$ cat src/rtl/sti_dac_pkg.sv
// sti_dac_pkg: shared FSM states, pi_length codes and serial length lookup for sti_dac_param
package sti_dac_pkg;
  typedef enum logic [2:0] {IDLE, LOAD, SHIFT, FILL, DONE} state_t;
  localparam logic [1:0] LEN_BYTE = 2'b00, LEN_WORD = 2'b01, LEN_3BYTE = 2'b10, LEN_4BYTE = 2'b11;
  function automatic int len_bits(input logic [1:0] len, input int byte_w);
    return (int'(len) + 1) * byte_w;
  endfunction
endpackage

$ cat src/rtl/sti_pixel_packer.sv
// sti_pixel_packer: packs the serial bit stream into pixels, flushes a partial pixel and zero-fills memory
module sti_pixel_packer #(
  parameter int PIX_W = 8,
  parameter int ADDR_W = 8
) (
  input  logic              clk,
  input  logic              reset,
  input  logic              bit_valid,
  input  logic              bit_in,
  input  logic              fill,
  output logic              pixel_wr,
  output logic [ADDR_W-1:0] pixel_addr,
  output logic [PIX_W-1:0]  pixel_dataout,
  output logic              fill_last
);
  localparam int CW = $clog2(PIX_W + 1);
  localparam logic [CW-1:0] PW = CW'(PIX_W);
  logic [PIX_W-1:0] acc, shifted;
  logic [CW-1:0] pcnt;
  always_comb begin
    shifted = {acc[PIX_W-2:0], bit_in};
    fill_last = pixel_wr && &pixel_addr;
  end
  always_ff @(posedge clk)
    if (reset) begin
      pixel_wr <= 1'b0;
      pixel_addr <= '0;
      pixel_dataout <= '0;
      acc <= '0;
      pcnt <= '0;
    end else begin
      pixel_wr <= 1'b0;
      if (pixel_wr) pixel_addr <= pixel_addr + ADDR_W'(1);
      if (fill) begin
        // stop issuing once the write at the top address is on the bus
        if (!fill_last) begin
          pixel_wr <= 1'b1;
          pixel_dataout <= pcnt != '0 ? acc << (PW - pcnt) : '0;
          pcnt <= '0;
        end
      end else if (bit_valid) begin
        acc <= shifted;
        if (pcnt == PW - CW'(1)) begin
          pixel_wr <= 1'b1;
          pixel_dataout <= shifted;
          pcnt <= '0;
        end else pcnt <= pcnt + CW'(1);
      end
    end
endmodule

$ cat src/rtl/sti_dac_param.sv
// sti_dac_param: parallel-to-serial transmitter feeding a pixel packer with end-of-stream zero fill
module sti_dac_param
  import sti_dac_pkg::*;
#(
  parameter int DATA_W = 16,
  parameter int PIX_W = 8,
  parameter int ADDR_W = 8
) (
  input  logic              clk,
  input  logic              reset,
  input  logic              load,
  input  logic [DATA_W-1:0] pi_data,
  input  logic [1:0]        pi_length,
  input  logic              pi_fill,
  input  logic              pi_msb,
  input  logic              pi_low,
  input  logic              pi_end,
  output logic              pi_busy,
  output logic              so_data,
  output logic              so_valid,
  output logic              pixel_wr,
  output logic [ADDR_W-1:0] pixel_addr,
  output logic [PIX_W-1:0]  pixel_dataout,
  output logic              pixel_finish
);
  localparam int BYTE_W = DATA_W / 2;
  localparam int WW = 4 * BYTE_W;
  localparam int CW = $clog2(WW + 1);
  localparam int IW = $clog2(WW);
  state_t state, nxt;
  logic [WW-1:0] word, src, built;
  logic [BYTE_W-1:0] sel_byte;
  logic [CW-1:0] ln, cnt;
  logic [IW-1:0] idx;
  logic msb, wide, accept, fill_last;
  always_comb begin
    sel_byte = pi_low ? pi_data[DATA_W-1:BYTE_W] : pi_data[BYTE_W-1:0];
    wide = pi_length == LEN_3BYTE || pi_length == LEN_4BYTE;
    src = (pi_length == LEN_WORD || wide) ? WW'(pi_data) : WW'(sel_byte);
    // lengths wider than the input word pad with zeros below (fill) or above
    built = !(pi_fill && wide) ? src : pi_length == LEN_4BYTE ? src << DATA_W : src << BYTE_W;
    accept = state == IDLE && load && !pi_end;
    idx = msb ? IW'(ln - cnt - CW'(1)) : IW'(cnt);
    nxt = state == IDLE  ? (pi_end ? FILL : load ? LOAD : IDLE) :
          state == LOAD  ? SHIFT :
          state == SHIFT ? (cnt == ln - CW'(1) ? IDLE : SHIFT) :
          state == FILL  ? (fill_last ? DONE : FILL) : DONE;
    pi_busy = state == LOAD || state == SHIFT;
    so_valid = state == SHIFT;
    so_data = so_valid && word[idx];
    pixel_finish = state == DONE;
  end
  always_ff @(posedge clk)
    if (reset) begin
      state <= IDLE;
      word <= '0;
      ln <= '0;
      cnt <= '0;
      msb <= 1'b0;
    end else begin
      state <= nxt;
      cnt <= state == SHIFT ? cnt + CW'(1) : '0;
      if (accept) begin
        word <= built;
        ln <= CW'(len_bits(pi_length, BYTE_W));
        msb <= pi_msb;
      end
    end
  sti_pixel_packer #(.PIX_W(PIX_W), .ADDR_W(ADDR_W)) u_packer (
    .clk(clk),
    .reset(reset),
    .bit_valid(so_valid),
    .bit_in(so_data),
    .fill(state == FILL),
    .pixel_wr(pixel_wr),
    .pixel_addr(pixel_addr),
    .pixel_dataout(pixel_dataout),
    .fill_last(fill_last)
  );
endmodule

$ cat config.mk
export PLATFORM = sky130hd
export DESIGN_NAME = sti_dac_param
export DESIGN_NICKNAME = d
export VERILOG_FILES = /design/src/rtl/sti_dac_pkg.sv /design/src/rtl/sti_pixel_packer.sv /design/src/rtl/sti_dac_param.sv
export SDC_FILE = /design/constraint.sdc
export NUM_CORES = 1
export LEC_CHECK = 0
export ABC_AREA = 0
export ABC_CLOCK_PERIOD_IN_PS = 2100
export CAP_MARGIN = 20
export CELL_PAD_IN_SITES_DETAIL_PLACEMENT = 1
export CELL_PAD_IN_SITES_GLOBAL_PLACEMENT = 1
export CORE_MARGIN = 2
export CORE_UTILIZATION = 39
export CTS_CLUSTER_DIAMETER = 60
export CTS_CLUSTER_SIZE = 25
export DETAILED_ROUTE_END_ITERATION = 8
export GPL_ROUTABILITY_DRIVEN = 0
export PLACE_DENSITY_LB_ADDON = 0.1
export SLEW_MARGIN = 20
export SYNTH_ARGS = -nofsm -noshare
export SYNTH_HDL_FRONTEND = slang
export SYNTH_SLANG_ARGS = --single-unit
$ cat constraint.sdc
create_clock -name clk -period 2.1 [get_ports clk]
set_clock_uncertainty 0.05 [all_clocks]
set_input_delay 0.525 -clock clk [delete_from_list [all_inputs] [get_ports clk]]
set_output_delay 0.525 -clock clk [all_outputs]
set_load 0.005 [all_outputs]
# Word-level counts from Yosys, hierarchy flattened
# Cells that the tools add are included.
[word_totals] word_cells=78 register_bits=74 inputBits=25 output_inout_bits=21
[classes] magnitude_cmp=1 bitwise=2 add_sub_neg=8 n_mux=28 reduce_logical=18 eq_ne=10 n_shift=1
[op_table] op="32-bit two-way mux" count=2
[op_table] op="8-bit two-way mux" count=6
[op_table] op="16-bit two-way mux" count=1
[op_table] op="4-bit two-way mux" count=4
[op_table] op="3-bit two-way mux" count=5
[op_table] op="8-bit by 1-bit adder with 8-bit output, second input constant" count=1
[op_table] op="8-bit AND reduction" count=1
[op_table] op="8-bit by 4-bit << shifter with 8-bit output" count=1
[op_table] op="6-bit by 1-bit adder with 6-bit output, second input constant" count=1
[op_table] op="3-bit by 2-bit == test with 1-bit output, second input constant" count=2
[op_table] op="6-bit == test" count=1
[op_table] op="5-bit by 6-bit < comparator with 1-bit output, second input constant" count=1
[op_table] op="1-bit two-way mux" count=6
[op_table] op="6-bit by 1-bit subtractor with 6-bit output, second input constant" count=1
[op_table] op="1-bit binary-select mux with 5-bit select" count=1
[op_table] op="1-bit logical AND" count=5
[op_table] op="5-bit two-way mux" count=1
[op_table] op="5-bit by 1-bit subtractor with 5-bit output, second input constant" count=1
[op_table] op="5-bit subtractor" count=1
[op_table] op="4-bit by 1-bit adder with 4-bit output, second input constant" count=1
[op_table] op="2-bit == test, second input constant" count=2
[op_table] op="4-bit by 3-bit == test with 1-bit output, second input constant" count=1
[op_table] op="2-bit two-way mux" count=2
[op_table] op="2-bit AND reduction" count=2
[op_table] op="other kinds (14)" count=18

# Depth between registers and ports, before layout
[logic_depth] word_depth=9 ltp_mapped=9 mapped_depth_nobuf=8

# Cells and area by module
# A second synthesis with hierarchy kept.
[unflattened] cells_unflattened=555 area_unflattened_um2=4530.6
[by_module_without_submodules] mod="sti_dac_param" area_per_inst_um2=3006.6 cells_each=373 n_inst=1 seq_area_each_um2=900.9
[by_module_without_submodules] mod="sti_pixel_packer" area_per_inst_um2=1524.0 cells_each=182 n_inst=1 seq_area_each_um2=580.6

# Least setup slack after synthesis
# No wires, ideal clock.
[synth_path] path_kind="reg-to-reg" startpoint="reg u_packer.pcnt[0]" endpoint="reg u_packer.pixel_dataout[7]" n_path_buf=1 setup_ps=86 period_less_slack_ps=2171 setup_slack_ps=-71 stages_incl_launch_ff=9 t_required_ps=1964 arrival_ps=2035 path_cell_list="dfxtp_1 clkinv_1 ha_1 buf_4 mux2i_1 mux4_2 nor2_1 a21oi_1 a211oi_1"
[synth_via] elab_chain_cells=5 elab_cells_between_ends=9 classes_between="add/sub (1); eq/ne (1); shift (1); mux (3); reduce/logical (3)"
[synth_rtl] item="start, declared" line_no="sti_pixel_packer.sv:19" rtl="logic [CW-1:0] pcnt;"
[synth_rtl] item="start signal, assigned" line_no="sti_pixel_packer.sv:47" rtl="end else pcnt <= pcnt + CW'(1);"
[synth_rtl] item="4-bit subtractor" line_no="sti_pixel_packer.sv:38" rtl="pixel_dataout <= pcnt != '0 ? acc << (PW - pcnt) : '0;"
[synth_rtl] item="8-bit by 4-bit << shifter with 8-bit output" line_no="sti_pixel_packer.sv:38"
[synth_rtl] item="8-bit two-way mux" line_no="sti_pixel_packer.sv:38"
[synth_rtl] item="8-bit two-way mux" line_no="sti_pixel_packer.sv:36" rtl="if (!fill_last) begin"
[synth_rtl] item="8-bit two-way mux" line_no="sti_pixel_packer.sv:34" rtl="if (fill) begin"
[synth_rtl] item="end signal, assigned" line_no="sti_pixel_packer.sv:38"
[synth_rtl] item="end signal, assigned" line_no="sti_pixel_packer.sv:45" rtl="pixel_dataout <= shifted;"
[synth_rtl] item="end, declared" line_no="sti_pixel_packer.sv:13" rtl="output logic [PIX_W-1:0] pixel_dataout,"
# Several ways; a longest one is shown, not always the timed one. The select of a mux whose other input is x is not followed.
# A chain may end at the register's enable or synchronous reset.

# Final worst setup path
[layout_path] startpoint="reg msb" endpoint="out so_data"
[layout_via] elab_chain_cells=4
[layout_rtl] item="start, declared" line_no="sti_dac_param.sv:35" rtl="logic msb, wide, accept, fill_last;"
[layout_rtl] item="start signal, assigned" line_no="sti_dac_param.sv:66" rtl="msb <= pi_msb;"
[layout_rtl] item="5-bit two-way mux" line_no="sti_dac_param.sv:43" rtl="idx = msb ? IW'(ln - cnt - CW'(1)) : IW'(cnt);"
[layout_rtl] item="1-bit binary-select mux with 5-bit select" line_no="sti_dac_param.sv:50" rtl="so_data = so_valid && word[idx];"
[layout_rtl] item="1-bit two-way mux (not written as such)" line_no="sti_dac_param.sv:50"
[layout_rtl] item="1-bit logical AND" line_no="sti_dac_param.sv:50"
[layout_rtl] item="end, declared" line_no="sti_dac_param.sv:19" rtl="output logic so_data,"
# Every way passes these cells. The select of a mux whose other input is x is not followed.

==> qor.txt <==
failing checks: setup timing
clock buffer depth: 2
status: finished with violations
Comb power frac: 0.353
Arrival @ worst endpoint: 2.11 ns
period utilisation layout: 1.28
Initial DRT Pass Iterations: 5
n_diodes: 0
Flop pwr share: 0.373
Synth Area in XOR/XNOR: 0.0381
WHS: 0.428 ns
Area Overhead vs Synth: 38.0%
wire per inst: 19.0 um
Worst-Margin Slew: 0.545 ns
Clock Sinks: 74
DRC: 0
compound-cell area share of the yosys netlist: 0.254
Netlist cell types: 68
Routed Antenna Nets: 0
Post-Route WL: 14900 um
RSZ-0062 raised after global routing: yes
number of synthesized flops with an enable pin: 0
H-tree depth: 3
Synth Net Count: 557
die area: 11900 sq um
worst path required time: 1.52 ns
DP Worst Slack: -0.724 ns
post-route setup slack: -0.588 ns
startpoint types: flop
Cell Pwr Density: 717 nW/um^2
fmax: 0.372 GHz
chip height: 109 um
Leak: 2.23 nW
max_slew headroom: 0.633
layout cells sized above 1: 0.267
most used flip-flop cell after synthesis: dfxtp_1
final setup violation count: 1
fill count: 1288
ys async rst share: 0
post-synthesis register bit count: 74
Die Wd: 109 um
Hold Vio Cnt, Final: 0
Clock Pin Slew Worst Setup and Hold Paths: 0.09 ns
CP Class: reg -> out
post-DP HPWL: 10700 um
GR Util All Layers: 0.264
post-synthesis instance total: 523
most common cell after layout, fill and taps aside: buf_4
Synth Warn #: 0
max-capacitance violation count: 0
Max VDD drop: 0.420 mV
Slew Viols, Final: 0
clock latency on the worst-skew pair: 0.38 ns
core area: 10800 sq um
first-pass GRT wire length: 23800 um
vias: 4465
Simple-Gate Fraction of Synth Area: 0.214
commonest cells after routing, fill and taps aside: buf_4 (83), nor2_1 (71), dfxtp_1 (69)
clock period minus final worst setup slack: 2.69 ns
syn_area_per_cell: 8.22 sq um
NumNets Final: 672
crit-path max FO: 6
vias in the first global route: 4569
Setup crit end kind: output port
initial drt markers: 290
Num CTS Buffers: 9
mux cell area share after synthesis: 0.0669
Internal: 2.79 mW
io pins: 46
vias per cell: 5.70
post-synthesis sequential area ratio: 0.344
largest family of logic cells by synthesized area: compound AO/OA/AOI/OAI gates
initial antenna violation count: 0
GRT overflow: 0
PortBufs: 45
Initial Utilization: 0.399
CTS tree: built
clock share of power: 0.274
Sw Ratio: 0.345
Synth Area in Adders: 0.0262
area of the mapped netlist: 4300 sq um
Clock Tree Root: clkbuf_8
Net Sw Power: 1.47 mW
largest net degree at the start of global routing: 50
Hold Path Class: reg -> reg
FP Rows: 38
[stage by stage]
stage,utilization,power [mW],TNS [ns],cell area [sq um],cells
final,0.550,4.26,-0.588,5940,783
after global routing,0.550,4.49,-0.656,5940,783
after CTS,0.540,4.21,-0.598,5830,782
after detailed placement,0.504,2.94,-10.85,5440,758
after global placement,0.504,2.90,-8.21,5440,758
after floorplan,-,2.36,0,4310,523
[final timing paths]
check,startpoint,endpoint,slack [ns],cells past startpoint
worst max register to register,cnt[0],u_packer.pixel_dataout[0],0.07,9
worst min-delay path,u_packer.acc[7],u_packer.acc[7],0.43,2
worst max-delay path,msb,so_data,-0.59,8
worst min register to register,u_packer.acc[7],u_packer.acc[7],0.43,2
[Yosys cell counts, types with 5 or more instances]
master     n  share of area
dfxtp_1   74           0.34
nor2_1    74          0.065
a21oi_1   45          0.052
nand2_1   32          0.028
a22oi_1   26          0.045
mux2i_1   22          0.051
clkbuf_1  18          0.016
nor3_1    18          0.021
inv_1     14          0.012
o21ai_0   14          0.016
o22ai_1   14          0.020
o221ai_1  11          0.022
xnor2_1   10          0.020
ha_1       9          0.026
nand3_1    9          0.010
a211oi_1   8          0.014
and3_1     8          0.012
nand2b_1   8          0.012
and2_1     6         0.0087
buf_2      6         0.0070
nand3b_1   6          0.010
xor2_1     6          0.012
nor3b_1    5         0.0087
o21a_1     5         0.0087
[cells by family after synthesis]
logic type                 after synthesis
and+or+nand+nor                        187
AOI/OAI and AO/OA                      159
DFF                                     74
buffers and inverters                   51
muxes                                   26
xor gates and xnor gates                17
adders and majority gates                9
[cell type report]
type	count	area, sq um	area share
clock buffer	9	124	0.0209
clock inverter	7	77.6	0.0131
inverter	17	70.1	0.0118
multi-input combinational	398	2780	0.469
sequential	74	1500	0.252
tap	140	175	0.0295
timing repair buffer	138	1210	0.204
[sequential cells by signal (all words and copies together), names as in the netlist]
register,count
word,32
u_packer.acc,8
u_packer.pixel_addr,8
u_packer.pixel_dataout,8
cnt,6
u_packer.pcnt,4
ln,3
state,3
msb,1
u_packer.pixel_wr,1
[worst max-delay path: stages, from the launching register on]
cell	delay (ns)
dfxtp_4	0.38
buf_12	0.14
or3b_4	0.39
a21o_1	0.20
a41oi_2	0.23
a32oi_2	0.09
o211ai_2	0.12
inv_1	0.06
buf_2	0.13
[power by group through the flow]
| stage | logic (mW) | clock network (mW) | registers, mW |
|---|---|---|---|
| 2_1_floorplan | 0.758 | 0 | 1.60 |
| 3_3_place_gp | 1.28 | 0 | 1.61 |
| 3_5_place_dp | 1.32 | 0 | 1.62 |
| 4_1_cts | 1.43 | 1.19 | 1.58 |
| 5_1_grt | 1.64 | 1.25 | 1.60 |
| 6_report | 1.50 | 1.16 | 1.59 |
[layer usage]
metal,track usage,up-vias,share of wire,routed length [um]
li1,-,2161,-,-
met1,0.359,2179,0.48,7090
met2,0.415,97,0.46,6860
met3,0.0371,28,0.037,547
met4,0.114,0,0.027,398
met5,0,-,0,0
[what timing repair did]
item                       in CTS  in global routing
pin swaps                      10                  7
hold buffers                    0                  0
setup endpoints to repair      14                 20
setup buffers                   8                  1
resized for setup              46                 26
No activity file was read; power rests on OpenSTA's default activity.
==> edit: new RTL, same settings <==
Add an input register stage for `pi_data`; this delays it by one clock. The other inputs are not delayed to match.
--- a/src/rtl/sti_dac_param.sv
+++ b/src/rtl/sti_dac_param.sv
@@ -29,2 +29,9 @@
   localparam int IW = $clog2(WW);
+
+  logic [DATA_W-1:0] pi_data_q;
+
+  always_ff @(posedge clk) begin
+    pi_data_q <= pi_data;
+  end
+
   state_t state, nxt;
@@ -36,5 +43,5 @@
   always_comb begin
-    sel_byte = pi_low ? pi_data[DATA_W-1:BYTE_W] : pi_data[BYTE_W-1:0];
+    sel_byte = pi_low ? pi_data_q[DATA_W-1:BYTE_W] : pi_data_q[BYTE_W-1:0];
     wide = pi_length == LEN_3BYTE || pi_length == LEN_4BYTE;
-    src = (pi_length == LEN_WORD || wide) ? WW'(pi_data) : WW'(sel_byte);
+    src = (pi_length == LEN_WORD || wide) ? WW'(pi_data_q) : WW'(sel_byte);
     // lengths wider than the input word pad with zeros below (fill) or above
Function: changed (Yosys sat finds a counterexample within 4 cycles, from zero or initial values and one cycle with reset high).
==> edit against the original RTL <==
The run still ends with setup timing left; first-iteration DRC count down 43%; design area is 3.9% higher; critical path depth up 1; synthesized area up 3.8%; total power is 18% higher; worst hold slack about the same; routed wire length down 4.2%; global-route usage fell by 2.4 points; via count is 2.1% lower; sequential cell count is 16 higher; worst setup slack improved by 0.082 ns; largest power group unchanged; highest routed layer unchanged.
==> edit: results (changes against the original RTL) <==
Clock tree
  • Worst skew pair latency: 0.35 ns (-0.03 ns)
  • Clock Tree Root: clkbuf_16
  • Clock transition at the registers of the reported paths: 0.07 ns (-0.02 ns)

Finish
  • Non-Filler Instances: 788 (+0.64%)
  • # fillers: 1326 (+3.0%)
  • Nets: 674 (+0.30%)
  • Fraction of layout cells with a size suffix above 1: 25.9% (-0.86 points)

Worst setup path
  • Crit-path max FO: 8 (+2)
  • R2R Setup Slk: around 0.080 ns
  • Worst r2r src: cnt[0]
  • Critical path type: reg2out
  • Reg2reg end: u_packer.pixel_dataout[0]
  • Critical path destination: so_data
  • CP arrival: 2.03 ns (-0.08 ns)

STA
  • Slew HR: 65.7% (+2.5 points)
  • TNS Setup: -0.506 ns (+0.0822 ns)
  • Count of final setup violators: 1 (unchanged)
  • Final setup margin: -0.506 ns (+0.0822 ns)

Pwr
  • Pleak: 2.42 nW (+8.5%)
  • Maximum vdd ir drop: 0.000527 V (+26%)

Logic synthesis
  • Synth Instances: 530 (+1.3%)
  • Sequential element share of the synthesized area: 40.3% (+5.9 points)
  • Post-synthesis cell type count: 57 (-16%)
  • Synth Net Count: 564 (+1.3%)
  • Largest cells by area after synthesis: dfxtp_1 (40%), nor2_1 (6.5%), mux2i_1 (5.6%), a21oi_1 (4.3%), nand2_1 (4.0%)
  • Area fraction of the dominant cell type after synthesis: 40.3% (+5.9 points)
  • Yosys Warn Count: 0 (unchanged)
  • Async S/R FF share, synth: 0% (unchanged)
  • Post-synth top cells: dfxtp_1 (90), nor2_1 (77), nand2_1 (48), a21oi_1 (38), clkbuf_1 (26)

Routing
  • Starting DRT DRC Count: 164 (-43%)
  • DRT antenna net count: 0 (unchanged)
  • First-pass DRT Iterations: 4 (-1)
  • Vias/cell: 5.55 (-2.7%)
  • Routed WL: 14300 µm (-4.2%)

Global route
  • Overall routing resource usage: 23.9% (-2.4 points)
  • First-pass GRT wire length: 23700 µm (-0.58%)
  • Vias in the first global route: 4670 (+2.2%)
  • Largest net degree at the start of global routing: 30 (-40%)

Outcome
  • Outcome: finished with violations
  • Failing checks: setup timing

Placement
  • HPWL Detailed: 10500 µm (-2.0%)
  • Placed insts: 767 (+1.2%)
  • Placed inst area: 5600 µm² (+3.0%)
==> edit: kinds of logic after synthesis <==
logic type      count (synthesis)  synth area share, %
buf+inv                        54                 5.74
simple gates                  194                 20.4
mux                            32                 8.13
flops                          90                 40.3
fa+ha+maj                       9                 2.52
compound gates                136                 20.0
xor+xnor                       15                 2.94
==> edit: power by group <==
part / leakage (nW) / internal (W) / switching, W
registers: 0.738 / 0.00181 / 0.0000904
clock network: 0.154 / 0.000948 / 0.000738
logic: 1.53 / 0.000694 / 0.000732
total: 2.42 / 0.00345 / 0.00156
==> edit: worst min path at each step <==
stage / start / slack, ns / cells after the start / end
after global placement: u_packer.acc[7] / 0.40 / 2 / u_packer.acc[7]
after floorplan: u_packer.acc[7] / 0.38 / 2 / u_packer.acc[7]
after CTS: u_packer.acc[7] / 0.42 / 2 / u_packer.acc[7]
final: u_packer.acc[7] / 0.43 / 2 / u_packer.acc[7]
after global routing: u_packer.acc[7] / 0.47 / 2 / u_packer.acc[7]
after detailed placement: u_packer.acc[7] / 0.41 / 2 / u_packer.acc[7]
==> edit: layer usage <==
metal  global-route usage [%]  up-vias  wire (µm)
li1                         -     2128          -
met1                     28.2     2149       6010
met2                     44.2       74       7610
met3                     3.34       22        386
met4                     8.58        0        255
met5                        0        -          0
==> edit: layout make-up <==
cell class              count  share of cell area, %
clock buffers               9                   3.65
well taps                 143                   2.90
inverters                  14                  0.933
repair buffers            138                   19.7
multi-input cells         387                   42.0
flip-flops and latches     90                   29.5
clock inverters             7                   1.36
==> edit: worst max-delay path: stages (launching register included) <==
cell	delay, ns
dfxtp_4	0.39
buf_6	0.13
nand2_1	0.13
nor2_1	0.06
o22ai_1	0.23
o21ai_0	0.15
o211ai_1	0.19
nand4_1	0.20
inv_1	0.10
buf_2	0.11
==> edit: repair_timing <==
| item | in CTS | in global routing |
|---|---|---|
| pin swaps | 10 | 9 |
| gates cloned | 0 | 1 |
| setup endpoints to repair | 8 | 28 |
| resized for setup | 50 | 27 |
| setup buffers | 3 | 2 |
==> edit: per-stage QoR <==
stage	util, %	setup WS, ns	total power, W
2_1_floorplan	-	0.000838	0.00269
3_3_place_gp	49.7	-0.594	0.00319
3_5_place_dp	49.7	-0.617	0.00322
4_1_cts	53.9	-0.524	0.00500
5_1_grt	54.7	-0.599	0.00527
6_report	54.7	-0.506	0.00501
